File: src/rtl/uart_tx_periph.sv
// uart_tx_periph: 8N1 UART transmitter peripheral with a store buffer,
// sticky frame-done flag and a 32-bit status readback word.
// Optional build macro UART_TX_PARITY_EN inserts an even-parity bit
// between the data bits and the stop bit (8E1, 11-bit frame).
//
// state  | meaning
// -------+---------------------------------------------------
// IDLE   | line high, waiting for a start request
// START  | driving the start bit (0)
// DATA   | driving data bits, LSB first, bit_idx selects bit
// PARITY | driving even parity of the byte (parity build only)
// STOP   | driving the stop bit (1), sets done flag on exit
module uart_tx_periph #(
   parameter int CLKS_PER_BIT = 434
) (
   input  logic        clk,
   input  logic        reset,
   input  logic        enable_StoreTxbuff,
   input  logic        Start_uart_tx,
   input  logic        clr_tx_flag,
   input  logic [31:0] WriteData,
   output logic        serial_tx,
   output logic        tx_busy,
   output logic        tx_done_flag,
   output logic [31:0] tx_status
);

`ifdef UART_TX_PARITY_EN
   typedef enum logic [2:0] {IDLE, START, DATA, PARITY, STOP} state_t;
`else
   typedef enum logic [1:0] {IDLE, START, DATA, STOP} state_t;
`endif

   localparam logic [15:0] BAUD_LAST = 16'(CLKS_PER_BIT - 1);

   state_t      state, state_nxt;
   logic [15:0] baud_cnt, baud_nxt;
   logic [2:0]  bit_idx, idx_nxt;
   logic [7:0]  tx_buf, buf_nxt;
   logic [7:0]  shift_reg, shift_nxt;
   logic        ser_nxt;
   logic        done_nxt;
   logic        done_set;
   logic        bit_end;

   // Only the low byte of the store bus is meaningful.
   logic        unused_wdata;
   assign unused_wdata = ^WriteData[31:8];

   assign bit_end   = (baud_cnt == BAUD_LAST);
   assign tx_busy   = (state != IDLE);
   assign tx_status = {30'b0, tx_busy, tx_done_flag};

   // State, counters, buffers and the registered line driver.
   always_ff @(posedge clk) begin
      if (!reset) begin
         state        <= IDLE;
         baud_cnt     <= 16'd0;
         bit_idx      <= 3'd0;
         tx_buf       <= 8'h00;
         shift_reg    <= 8'h00;
         serial_tx    <= 1'b1;
         tx_done_flag <= 1'b0;
      end else begin
         state        <= state_nxt;
         baud_cnt     <= baud_nxt;
         bit_idx      <= idx_nxt;
         tx_buf       <= buf_nxt;
         shift_reg    <= shift_nxt;
         serial_tx    <= ser_nxt;
         tx_done_flag <= done_nxt;
      end
   end

   // Next-state logic; serial_tx is computed one cycle early so the line
   // comes straight from a flop and changes exactly on state/bit entry.
   always_comb begin
      state_nxt = state;
      baud_nxt  = baud_cnt + 16'd1;
      idx_nxt   = bit_idx;
      shift_nxt = shift_reg;
      ser_nxt   = serial_tx;
      done_set  = 1'b0;
      buf_nxt   = enable_StoreTxbuff ? WriteData[7:0] : tx_buf;

      case (state)
         IDLE: begin
            baud_nxt = 16'd0;
            ser_nxt  = 1'b1;
            if (Start_uart_tx) begin
               // tx_buf is the pre-edge value, so a same-edge store is
               // kept for the next frame rather than sent now.
               state_nxt = START;
               shift_nxt = tx_buf;
               idx_nxt   = 3'd0;
               ser_nxt   = 1'b0;
            end
         end
         START: begin
            if (bit_end) begin
               state_nxt = DATA;
               baud_nxt  = 16'd0;
               idx_nxt   = 3'd0;
               ser_nxt   = shift_reg[0];
            end
         end
         DATA: begin
            if (bit_end) begin
               baud_nxt = 16'd0;
               if (bit_idx == 3'd7) begin
                  idx_nxt = 3'd0;
`ifdef UART_TX_PARITY_EN
                  state_nxt = PARITY;
                  ser_nxt   = ^shift_reg;
`else
                  state_nxt = STOP;
                  ser_nxt   = 1'b1;
`endif
               end else begin
                  idx_nxt = bit_idx + 3'd1;
                  ser_nxt = shift_reg[bit_idx + 3'd1];
               end
            end
         end
`ifdef UART_TX_PARITY_EN
         PARITY: begin
            if (bit_end) begin
               state_nxt = STOP;
               baud_nxt  = 16'd0;
               ser_nxt   = 1'b1;
            end
         end
`endif
         STOP: begin
            ser_nxt = 1'b1;
            if (bit_end) begin
               state_nxt = IDLE;
               baud_nxt  = 16'd0;
               done_set  = 1'b1;
            end
         end
         default: begin
            state_nxt = IDLE;
            baud_nxt  = 16'd0;
            ser_nxt   = 1'b1;
         end
      endcase

      // Completion beats a coincident clear.
      if (done_set)
         done_nxt = 1'b1;
      else if (!clr_tx_flag)
         done_nxt = 1'b0;
      else
         done_nxt = tx_done_flag;
   end

endmodule

File: config.mk
export PLATFORM = sky130hd
export DESIGN_NAME = uart_tx_periph
export DESIGN_NICKNAME = d
export VERILOG_FILES = /design/src/rtl/uart_tx_periph.sv
export SDC_FILE = /design/constraint.sdc
export NUM_CORES = 1
export LEC_CHECK = 0
export ABC_AREA = 0
export CORE_MARGIN = 2
export CORE_UTILIZATION = 45
export CTS_CLUSTER_SIZE = 10
export DETAILED_ROUTE_END_ITERATION = 12
export GPL_ROUTABILITY_DRIVEN = 0
export GPL_TIMING_DRIVEN = 0
export PLACE_DENSITY = 0.92
export SLEW_MARGIN = 20
export SYNTH_ARGS = -nofsm -noshare
export SYNTH_HDL_FRONTEND = slang
export SYNTH_SLANG_ARGS = --single-unit
File: constraint.sdc
create_clock -name clk -period 4.2 [get_ports clk]
set_clock_uncertainty 0.1 [all_clocks]
set_input_delay 1.05 -clock clk [delete_from_list [all_inputs] [get_ports clk]]
set_output_delay 1.05 -clock clk [all_outputs]
set_load 0.02 [all_outputs]
* After elaboration in Yosys (flattened, before gate mapping)
Index checks and enable logic that the tools add are counted.
Word-level totals: logic and storage cells 53, bits in registers 39, output and inout port bits 35
Operators by class: $add $sub $neg 2, equal/unequal tests 11, reduce and logical (&&, ||, !) cells 8, $lt $le $gt $ge 1, mux-type cells 24
Operators with widths (number):
- $pmux W16 S2 | 1
- $add A16 B1 Y16 const B | 1
- $eq A16 B9 Y1 const B | 1
- $mux W16 | 1
- $mux W3 | 4
- $mux W2 | 5
- $ne A2 B2 Y1 const B | 5
- $mux W1 | 9
- $pmux W3 S3 | 1
- $pmux W2 S4 | 1
- $reduce_and A5 Y1 | 1
- $eq A2 B2 Y1 const B | 2
- $lt A3 B4 Y1 const B | 1
- $pmux W1 S4 | 1
- $reduce_and A2 Y1 | 2
- $reduce_and A4 Y1 | 1
- $add A3 B1 Y3 const B | 1
- $bmux W1 S3 | 1
- $eq A3 B3 Y1 const B | 1
- $reduce_bool A3 Y1 | 1
- $reduce_or A3 Y1 | 1
- $eq A2 B1 Y1 const B | 1
- $logic_not A2 Y1 | 1
- $ne A2 B1 Y1 const B | 1
- $reduce_bool A2 Y1 | 1

* Longest topological paths before layout
depth in word-level cells 6, gate-level depth with buffers 8, mapped depth without buffers 6

* Worst setup path after synthesis
Ideal clock, no wire load.
path kind register -> output, from reg state[0], to out tx_status[1], data required time 3.050 ns, slack 1.842 ns, buffers on the path 2, cell stages (with the launch flop) 6, arrival time 1.208 ns, cell sequence dfxtp_1 > inv_1 > ha_1 > clkbuf_1 > inv_1 > buf_4
Between the ends: cells in the longest elaborated chain, start to end 1
Ends and longest elaborated chain:
- from (decl) | line 36 | state_t state, state_nxt;
- from (signal assigned) | line 65 | state <= state_nxt;
- $reduce_bool A2 Y1 | line 51 | assign tx_busy = (state != IDLE);
- to (decl) | line 25 | output logic [31:0] tx_status
No other way between the ends.

* Worst setup path in the final report
Same ends and word-level chain as after synthesis.

==> flow_metrics.env <==
export IMPL_rows=24
export IMPL_vias_per_cell=4.91
export IMPL_largest_register_ffs=16
export IMPL_cts_resized=0
export IMPL_critPathMaxStageDelay_ns=0.52
export IMPL_ios=72
export IMPL_rr_startpoint="baud_cnt[7]"
export IMPL_dieHeight_um=71.4
export IMPL_synth_distinct_cells=37
export IMPL_cp_slowest_cell="clkdlybuf4s50_1"
export IMPL_clk_latency_ns=0.30
export IMPL_clkSinkCount=39
export IMPL_postSynthAreaPerCell_um2=8.86
export IMPL_cp_cell_sequence="inv_1, ha_1, clkbuf_1, inv_1, buf_4, clkdlybuf4s50_1"
export IMPL_power_mw=1.18
export IMPL_synth_area_leaders="dfxtp_1 38%, buf_4 12%, mux2i_1 6.4%"
export IMPL_yosysWarnings=0
export IMPL_timing_hold_ws_ns=0.360
export IMPL_io_buffers=16
export IMPL_yosysTopAreaCell="dfxtp_1"
export IMPL_path_common_cell="inv_1"
export IMPL_worstSetupPathType="reg2out"
export IMPL_area_growth_pct=23.0
export IMPL_final_hold_violation_count=0
export IMPL_drc=0
export IMPL_tns_ns=0
export IMPL_finalCriticalPeriod_ns=3.28
export IMPL_ys_ff_latch=39
export IMPL_hold_depth=2
export IMPL_antenna_found_initial=0
export IMPL_htreeDepth=2
export IMPL_synth_top_family_by_area="simple AND/OR/NAND/NOR gates"
export IMPL_fillCellCount=363
export IMPL_postCtsSetupRepairBufs=0
export IMPL_hpwlAfterDp_um=2910
export IMPL_dieArea_mm2=0.00510
export IMPL_async_flop_share_pct=0
export IMPL_diodes=0
export IMPL_synth_simple_area_share_pct=21.6
export IMPL_grt_setup_unrepaired="false"
export IMPL_core_area_mm2=0.00435
export IMPL_synth_mux_area_fraction_pct=9.11
export IMPL_synth_flop_cell="dfxtp_1"
export IMPL_holdCritPathClass="reg2reg"
export IMPL_fmax_mhz=304
export IMPL_finalCritPeriodShare_pct=78.2
export IMPL_crit_family="buffers and inverters"
export IMPL_gr_usage_met3_pct=4.78
export IMPL_status="complete, no violations"
export IMPL_cp_start_kind="flop"
export IMPL_drtIter0Drc=130
export IMPL_initial_core_util_pct=47.0
export IMPL_met1_usage_pct=20.2
export IMPL_fin_area_mm2=0.00252
export IMPL_clockBufferDepth=2
export IMPL_grt_usage_pct=17.2
export IMPL_hold_buffers=0
export IMPL_yosysTopAreaCellShare_pct=38.1
export IMPL_dieWidth_um=71.4
export IMPL_ant_nets=0
export IMPL_cp_num_buf_inv=5
export IMPL_power_leakage_nw=1.06
export IMPL_cts_tree="done"
export IMPL_slew_headroom_pct=59.5
export IMPL_nNetsFinal=329
export IMPL_r2r_end="baud_cnt[14]"
export IMPL_maxCapViolations=0
export IMPL_worstMarginPinSlew_ns=0.607
export IMPL_syn_area_mm2=0.00205
export IMPL_path_clk_slew_ns=0.08
export IMPL_worstPathRequired_ns=3.05
export IMPL_hp_start="shift_reg[2]"
export IMPL_ys_seq_area_share_pct=38.1
export IMPL_crit_path_end_kind="output port"
export IMPL_grt_max_degree=14
export IMPL_holdPathEnd="shift_reg[2]"
export IMPL_grt_busiest_layer="met2"
export IMPL_utilization_pct=57.8
export IMPL_synth_adder_area_share_pct=5.50
export IMPL_wl_um=3920
export IMPL_path_max_fanout=10
export IMPL_ir_worst_vdd_uv=168
export IMPL_gr_total_overflow=0
export IMPL_place_area_mm2=0.00238
export IMPL_cts_root_buffer="clkbuf_8"
export IMPL_r2r_slack_ns=2.06
export IMPL_routedWlPerCell_um=11.7
export IMPL_setup_violations=0
export IMPL_synth_compound_area_share_pct=5.75
export IMPL_vias=1649
export IMPL_use_met2_pct=27.9
export IMPL_grt_pass1_vias=1596
export IMPL_cts_buffers=5
export IMPL_cp_arrival_ns=2.13
export IMPL_syn_inst=231
export IMPL_crit_start="state[0]"
export IMPL_power_density_mw_per_mm2=467
export IMPL_layout_drive_gt1_share_pct=16.9
export IMPL_drt_pass1_iterations=4
export IMPL_reg2regPathDepth=6
export IMPL_grt_pass1_wl_um=6910
export IMPL_slew_violations=0
export IMPL_synth_edff_count=0
export IMPL_synthXorXnorAreaFrac_pct=5.13
==> through the flow <==
stage	std cells	setup slack [ns]
6_report	336	0.916
5_1_grt	336	0.769
4_1_cts	336	0.899
3_5_place_dp	328	1.24
3_3_place_gp	328	1.33
2_1_floorplan	260	1.84
==> layout make-up <==
class / count / area [um^2] / share of cell area, %
Multi-Input combinational cell: 176 / 1080 / 42.8
Sequential cell: 39 / 781 / 31.0
Buffer: 40 / 279 / 11.1
Timing Repair Buffer: 16 / 160 / 6.36
Clock buffer: 5 / 68.8 / 2.73
Clock inverter: 3 / 67.6 / 2.68
Tap cell: 52 / 65.1 / 2.58
Inverter: 5 / 18.8 / 0.746
==> cells in the mapped netlist (3+ instances only) <==
cell,n
nand2_1,20
nor2_1,28
o21ai_0,4
clkbuf_1,5
ha_1,9
a22oi_1,3
a21oi_1,11
buf_4,32
xor2_1,6
mux2i_1,13
nand3_1,17
nand4_1,4
inv_1,4
xnor2_1,6
dfxtp_1,39
==> power by group <==
| part | internal [mW] | total [mW] | switching [mW] |
|---|---|---|---|
| Clock | 0.237 | 0.374 | 0.137 |
| Sequential | 0.401 | 0.426 | 0.0250 |
| Combinational | 0.163 | 0.376 | 0.213 |
==> worst max path at each step <==
stage / cells past startpoint / endpoint / slack (ns)
final: 6 / tx_status[1] / 0.92
after global placement: 6 / tx_status[1] / 1.33
after floorplan: 5 / tx_status[1] / 1.84
after detailed placement: 6 / tx_status[1] / 1.24
after CTS: 6 / tx_status[1] / 0.90
after global routing: 6 / tx_status[1] / 0.77
==> layer usage <==
metal / vias to the layer above / wire, um
met3: 10 / 339
met1: 724 / 1630
met5: - / 0
met2: 85 / 1840
li1: 830 / -
met4: 0 / 99
==> worst register-to-register path, delay by kind of cell, from the launching register on <==
kind / cells / cell delay (ns)
simple gates: 4 / 1.15
flops: 1 / 0.42
buf+inv: 2 / 0.37
==> kinds of logic after synthesis <==
logic type,Yosys count
flip-flops,39
AO/OA/AOI/OAI,21
buffers and inverters,45
XOR/XNOR,12
multiplexers,16
adder cells (fa/ha/maj),9
other,1
AND/OR/NAND/NOR,88
==> cell usage in the layout (no fill, tap or decap), types with 5 or more instances in the layout <==
master           count
xor2_1               6
mux2i_1             13
nand2_1             20
xnor2_1              6
a21oi_1             11
nor2_1              28
conb_1              30
ha_1                 9
nand3_1             17
buf_4               32
clkbuf_8             5
dfxtp_1             39
clkdlybuf4s50_1     16
clkbuf_1             5
Note: power is estimated with default switching activity, not from simulation.
